### config.mk
export PLATFORM = sky130hd
export DESIGN_NAME = uart_rx_param
export DESIGN_NICKNAME = d
export VERILOG_FILES = /design/src/rtl/uart_rx_param.sv
export SDC_FILE = /design/constraint.sdc
export NUM_CORES = 1
export LEC_CHECK = 0
export BUFFER_PORTS_ARGS = -buffer_cell sky130_fd_sc_hd__buf_2
export CORE_ASPECT_RATIO = 0.5
export CORE_MARGIN = 2
export CORE_UTILIZATION = 36
export CTS_CLUSTER_DIAMETER = 60
export DETAILED_ROUTE_END_ITERATION = 10
export SLEW_MARGIN = 0
export SYNTH_ARGS = -nofsm -noshare
export SYNTH_HDL_FRONTEND = slang
export SYNTH_SLANG_ARGS = --single-unit
### constraint.sdc
create_clock -name sys_clk -period 2.5 [get_ports sys_clk]
set_input_delay 0.25 -clock sys_clk [delete_from_list [all_inputs] [get_ports sys_clk]]
set_output_delay 0.25 -clock sys_clk [all_outputs]
set_load 0.01 [all_outputs]
### src/rtl/uart_rx_param.sv
// uart_rx_param: oversampled UART receiver with runtime baud divisor, 2-of-3 voting,
// configurable width/parity/stop bits and a valid/ready output with overrun detection.
module uart_rx_param #(
    parameter int DATA_BITS   = 8,
    parameter int OVERSAMPLE  = 16,
    parameter int PARITY      = 0,
    parameter int STOP_BITS   = 1,
    parameter int DIV_WIDTH   = 16,
    parameter int SYNC_STAGES = 2
) (
    input  logic                 sys_clk,
    input  logic                 reset,
    input  logic                 rx,
    input  logic [DIV_WIDTH-1:0] baud_div,
    output logic [DATA_BITS-1:0] rx_data,
    output logic                 rx_valid,
    input  logic                 rx_ready,
    output logic                 parity_err,
    output logic                 frame_err,
    output logic                 overrun_err,
    output logic                 busy
);
    localparam int OW = $clog2(OVERSAMPLE);
    localparam int BW = $clog2(DATA_BITS);
    localparam logic [OW-1:0] OS_LAST = OW'(OVERSAMPLE - 1);
    localparam logic [OW-1:0] OS_S0   = OW'(OVERSAMPLE / 2 - 1);
    localparam logic [OW-1:0] OS_S1   = OW'(OVERSAMPLE / 2);
    localparam logic [OW-1:0] OS_S2   = OW'(OVERSAMPLE / 2 + 1);
    localparam logic [BW-1:0] BIT_LAST = BW'(DATA_BITS - 1);
    localparam logic STOP_LAST = 1'(STOP_BITS - 1);

    typedef enum logic [2:0] {S_IDLE, S_START, S_DATA, S_PARITY, S_STOP} state_t;

    state_t                 state, state_nxt;
    logic [SYNC_STAGES-1:0] sync;
    logic                   rx_s;
    logic [DIV_WIDTH-1:0]   div_cnt;
    logic [OW-1:0]          os_cnt;
    logic [BW-1:0]          bit_cnt;
    logic                   stop_cnt;
    logic                   s0, s1;
    logic [DATA_BITS-1:0]   shift;
    logic                   par_bad, frm_bad;
    logic                   tick, mid, wrap, maj, exp_par, deliver, drop;

    assign rx_s    = sync[SYNC_STAGES-1];
    // >= rather than == so a divisor lowered mid-frame cannot strand the counter
    assign tick    = (state != S_IDLE) && (div_cnt >= baud_div);
    assign mid     = tick && (os_cnt == OS_S2);
    assign wrap    = tick && (os_cnt == OS_LAST);
    assign maj     = (s0 & s1) | (s0 & rx_s) | (s1 & rx_s);
    assign exp_par = (PARITY == 1) ? ~^shift : ^shift;
    assign deliver = (state == S_STOP) && mid && (stop_cnt == STOP_LAST);
    assign drop    = rx_valid && !rx_ready;
    assign busy    = state != S_IDLE;

    always_ff @(posedge sys_clk or posedge reset) begin
        if (reset)
            sync <= '1;
        else
            sync <= {sync[SYNC_STAGES-2:0], rx};
    end

    always_comb begin
        state_nxt = state;
        case (state)
            S_IDLE:   if (!rx_s) state_nxt = S_START;
            S_START:  if (mid && maj) state_nxt = S_IDLE;
                      else if (wrap) state_nxt = S_DATA;
            S_DATA:   if (wrap && bit_cnt == BIT_LAST) state_nxt = (PARITY != 0) ? S_PARITY : S_STOP;
            S_PARITY: if (wrap) state_nxt = S_STOP;
            S_STOP:   if (deliver) state_nxt = S_IDLE;
            default:  state_nxt = S_IDLE;
        endcase
    end

    always_ff @(posedge sys_clk or posedge reset) begin
        if (reset) begin
            state       <= S_IDLE;
            div_cnt     <= '0;
            os_cnt      <= '0;
            bit_cnt     <= '0;
            stop_cnt    <= 1'b0;
            s0          <= 1'b1;
            s1          <= 1'b1;
            shift       <= '0;
            par_bad     <= 1'b0;
            frm_bad     <= 1'b0;
            rx_data     <= '0;
            rx_valid    <= 1'b0;
            parity_err  <= 1'b0;
            frame_err   <= 1'b0;
            overrun_err <= 1'b0;
        end else begin
            state    <= state_nxt;
            div_cnt  <= (state == S_IDLE || tick) ? '0 : div_cnt + 1'b1;
            os_cnt   <= (state == S_IDLE) ? '0 : wrap ? '0 : tick ? os_cnt + 1'b1 : os_cnt;
            bit_cnt  <= (state == S_IDLE) ? '0 : (state == S_DATA && wrap) ? bit_cnt + 1'b1 : bit_cnt;
            stop_cnt <= (state == S_IDLE) ? 1'b0 : (state == S_STOP && wrap) ? 1'b1 : stop_cnt;
            if (tick && os_cnt == OS_S0)
                s0 <= rx_s;
            if (tick && os_cnt == OS_S1)
                s1 <= rx_s;
            if (state == S_DATA && mid)
                shift <= {maj, shift[DATA_BITS-1:1]};
            par_bad     <= (state == S_IDLE) ? 1'b0 : (state == S_PARITY && mid) ? (maj != exp_par) : par_bad;
            frm_bad     <= (state == S_IDLE) ? 1'b0 : (state == S_STOP && mid && !maj) ? 1'b1 : frm_bad;
            overrun_err <= deliver && drop;
            if (deliver && !drop) begin
                rx_data    <= shift;
                parity_err <= par_bad;
                frame_err  <= frm_bad | ~maj;
                rx_valid   <= 1'b1;
            end else if (rx_valid && rx_ready) begin
                rx_valid <= 1'b0;
            end
        end
    end
endmodule

* Word level (Yosys, flattened, before mapping)
Index checks and enable logic that the tools add are counted.
** Word-level totals
- Register bits after elaboration :: 53
- Bits of input ports :: 20
- Output and inout bits :: 13
- Word-level logic and storage cells :: 96
** Cells by class
- $add $sub $neg :: 3
- $lt $le $gt $ge :: 1
- Equality and inequality tests :: 15
- Multiplexer cells :: 21
- Bitwise logic cells :: 8
- Reductions and logical operators :: 32
** Operator list (count)
- two-way mux 3 bit :: 8
- logical AND 1 bit :: 18
- adder 16 x 1 -> 16 bit (second input constant) :: 1
- >= comparator 16 bit :: 1
- two-way mux 16 bit :: 1
- case mux 3 bit (5 select lines) :: 1
- equality test 4 bit (second input constant) :: 3
- two-way mux 4 bit :: 3
- nonzero test 2 bit :: 5
- two-way mux 1 bit :: 8
- != test 2 bit (second input constant) :: 4
- parity 8 bit :: 1
- equality test 3 x 2 -> 1 bit (second input constant) :: 2
- equality test 3 bit (second input constant) :: 2
- nonzero test 3 bit :: 2
- AND reduction 5 bit :: 1
- adder 4 x 1 -> 4 bit (second input constant) :: 1
- equality test 4 x 3 -> 1 bit (second input constant) :: 1
- adder 3 x 1 -> 3 bit (second input constant) :: 1
- bitwise AND 1 bit :: 3
- equality test 3 x 1 -> 1 bit (second input constant) :: 1
- logical NOT 1 bit :: 3
- logical NOT 3 bit :: 1
- != test 3 bit (second input constant) :: 1
- 4 further kinds :: 7

* Logic depth before layout (Yosys ltp)
- Depth in word-level cells :: 7
- Depth in mapped cells :: 9
- Mapped depth without buffers :: 8

* Worst setup path after synthesis
Ideal clock, no wire load.
- Path kind :: register -> register
- From :: reg div_cnt[13]
- To :: reg shift[0]
- Setup time :: 125 ps
- Arrival time :: 2263 ps
- Required time :: 2375 ps
- Slack :: 111 ps
- Stages on the path, launching flop included :: 9
- Path buffers :: 1
- Clock period less this slack :: 2389 ps
- Cell sequence :: dfrtp_1 > ha_1 > nand4_1 > nor3_2 > or4b_4 > nand3_4 > and4_4 > buf_12 > mux2_4
** On the way
- Cells in the longest elaborated chain, start to end :: 4
** Ends and longest elaborated chain
- start, declared :: RTL line 37 : logic [DIV_WIDTH-1:0] div_cnt;
- start signal, assigned :: RTL line 96 : div_cnt <= (state == S_IDLE || tick) ? '0 : div_cnt + 1'b1;
- >= comparator 16 bit :: RTL line 48 : assign tick = (state != S_IDLE) && (div_cnt >= baud_div);
- logical AND 1 bit :: RTL line 48
- logical AND 1 bit :: RTL line 49 : assign mid = tick && (os_cnt == OS_S2);
- logical AND 1 bit :: RTL line 104 : if (state == S_DATA && mid)
- end signal, assigned :: RTL line 105 : shift <= {maj, shift[DATA_BITS-1:1]};
- end, declared :: RTL line 42 : logic [DATA_BITS-1:0] shift;
Every way passes these cells.
A chain may end at the register's enable or synchronous reset.

* Final worst setup path
- From :: reg div_cnt[13]
- To :: reg shift[2]
The elaborated chain is that of the path after synthesis.

==> impl_metrics.json <==
{
  "met1_usage": 0.163,
  "grt_pass1_wl_um": 9690,
  "syn-cell-area_um2": 2970,
  "synth_nets": 326,
  "cts_tree": "done",
  "post_drt_via_cell_ratio": 4.88,
  "layout_min_cycle_time_ns": 2.45,
  "n_antenna_cell": 0,
  "ios": 33,
  "r2r_slack_ns": 0.05,
  "post_drt_wl_per_cell_um": 13.1,
  "die_x_um": 132,
  "ys_seq_elements": 53,
  "vdd_drop_max_mv": 0.259,
  "cts_sinks": 53,
  "insertion_delay_ns": 0.29,
  "portBuffers": 32,
  "fp.dieH_um": 68.2,
  "cp_slowest_stage_delay_ns": 0.51,
  "setup_viol": 0,
  "cp_slowest_cell": "or4b_4",
  "synth-edff-count": 0,
  "critPathMaxFanout": 8,
  "endpoint_kind": "register",
  "num-fill-cells": 785,
  "dp.final_hpwl_um": 4170,
  "finClkSkew_ns": 0.00427,
  "clock_path_buffers": 2,
  "area_growth_pct": 19.4,
  "htreeDepth": 2,
  "drv_slew": 0,
  "status": "completed",
  "finalWorstSetupSlack_ns": 0.0520,
  "multi_input_area_um2": 1540,
  "vias": 2161,
  "rows": 23,
  "powerDensity_nw_per_um2": 580,
  "hold_viol_final": 0,
  "seq_area_frac_synth": 0.448,
  "cts_buffers": 5,
  "ant_nets": 0,
  "relSlewSlack": 0.654,
  "netlist_instances": 284,
  "drv_cap": 0,
  "final_common_cell": "dfrtp_1",
  "cts_root_buf": "clkbuf_16",
  "rsz0062_at_grt": "true",
  "hold_path.class": "primary input to register",
  "first_iter_violations": 118,
  "top_usage_layer": "met2",
  "cp.required_ns": 2.68,
  "ys.flop_type": "dfrtp_1",
  "async_reset_ff_frac": 1.00,
  "fmax_mhz": 408,
  "overflow": 0,
  "grtUsageTotal": 0.134,
  "core_um2": 8000,
  "cts.clk_slew.worst_paths_ns": 0.07,
  "tightest_slew_ns": 0.519,
  "cp.arrival_ns": 2.62,
  "path_class": "register to register",
  "fin_area_um2": 3550,
  "placed_cell_area_um2": 3300,
  "grtUsageMet3": 0.0281,
  "syn_avg_cell_area_um2": 10.5,
  "nets": 372,
  "drt-total-wl_um": 5780,
  "antenna_found_initial": 0,
  "min_period_over_period": 0.979,
  "p_leak_uw": 0.00177,
  "layout_common_cells": "dfrtp_1 (49), nor2_1 (38), buf_2 (32)",
  "crit_chain": "ha_4, nand4_1, nor3_2, or4b_4, nand3_4, and4_4, mux2_4",
  "grt_pass1_vias": 2109,
  "grtUsageMet2": 0.245,
  "synth_warnings": 0,
  "drc": 0,
  "initial_utilization": 0.371,
  "grt_start_max_net_pins": 42,
  "dieArea_um2": 9040,
  "start_kind": "register",
  "place_congestion": 0.815,
  "seq_area_um2": 1330,
  "synth.distinct_cells": 47,
  "post-place-ws_ns": -0.0146,
  "firstDrtPassIters": 4,
  "final_layout_size_suffix_gt1_frac": 0.272
}
[worst max-delay path: cells and delay by family, from the launching register on]
family                   cells  cell delay [ns]
multiplexers                 1             0.32
AND/OR/NAND/NOR              5             1.34
adder cells (fa/ha/maj)      1             0.28
flip-flops                   1             0.41
[cell type report]
class	instances	share of cell area
clock buffer	7	0.0402
timing repair buffer	47	0.0776
clock inverter	1	0.00847
multi-input combinational	199	0.433
inverter	24	0.0254
sequential	53	0.375
tap	112	0.0395
[per-stage QoR]
stage | TNS, ns | util | instances | power, uW | hold WS [ns]
finish | 0 | 0.443 | 443 | 2060 | 0.0591
CTS | 0 | 0.436 | 441 | 2070 | 0.0553
detailed placement | -0.0256 | 0.413 | 432 | 1260 | 0.210
global route | -0.181 | 0.443 | 443 | 2160 | 0.0552
global placement | 0 | 0.413 | 432 | 1240 | 0.198
floorplan | 0 | - | 284 | 1160 | 0.254
[cell families (layout without fill, tap and decap cells)]
kind of cell               count (synthesis)  after routing  share of synthesized area
and+or+nand+nor                           99             99                      0.174
DFF                                       53             53                      0.448
AOI/OAI and AO/OA                         33             33                     0.0746
buffers and inverters                     32             79                     0.0493
adders and majority gates                 23             23                     0.0960
xor gates and xnor gates                  22             22                     0.0649
muxes                                     22             22                     0.0927
[metal layers]
metal | up-vias | wire [um]
li1 | 1061 | -
met1 | 1072 | 2650
met2 | 21 | 2900
met3 | 7 | 161
met4 | 0 | 71
met5 | - | 0
[worst paths after layout]
| kind | start | to | cells past startpoint |
|---|---|---|---|
| min reg2reg | sync[0]$_DFF_PP1_ | sync[1]$_DFF_PP1_ | 0 |
| max reg2reg | div_cnt[13]$_DFF_PP0_ | shift[2]$_DFFE_PP0P_ | 7 |
| max | div_cnt[13]$_DFF_PP0_ | shift[2]$_DFFE_PP0P_ | 7 |
| min | rx | sync[0]$_DFF_PP1_ | 1 |
| max in group asynchronous | reset | sync[0]$_DFF_PP1_ | 4 |
| min in group asynchronous | reset | div_cnt[5]$_DFF_PP0_ | 3 |
[registers in the layout, summed over array words and instances, names as in the netlist, 2 cells and up]
signal,count
sync,2
os_cnt,4
state,3
div_cnt,16
bit_cnt,3
shift,8
rx_data,8
[report_power, final]
group / switching (uW) / internal (uW) / total [uW] / leakage, uW
Combinational: 138 / 140 / 278 / 0.00101
Sequential: 67.2 / 910 / 977 / 0.000675
Clock: 302 / 501 / 803 / 0.0000841
[Yosys cell counts (5+ instances only)]
cell type | instances | area [um2]
nand4_1 | 8 | 50.1
nand3_1 | 11 | 55.1
xnor2_1 | 14 | 123
dfrtp_1 | 49 | 1230
a21oi_1 | 11 | 55.1
xor2_1 | 8 | 70.1
mux2_2 | 11 | 124
o21ai_0 | 5 | 25.0
nand2b_1 | 6 | 37.5
mux2_4 | 8 | 120
inv_1 | 23 | 86.3
and3_1 | 6 | 37.5
nand2_1 | 16 | 60.1
ha_1 | 22 | 275
nor2_1 | 38 | 143
[what timing repair did]
action | CTS | global route
resized for setup | 0 | 5
endpoints found under the hold margin | 12 | 0
hold buffers | 1 | 0
setup buffers | 0 | 2
pin swaps | 2 | 2
setup endpoints to repair | 8 | 23
Note: power is estimated with default switching activity, not from simulation.
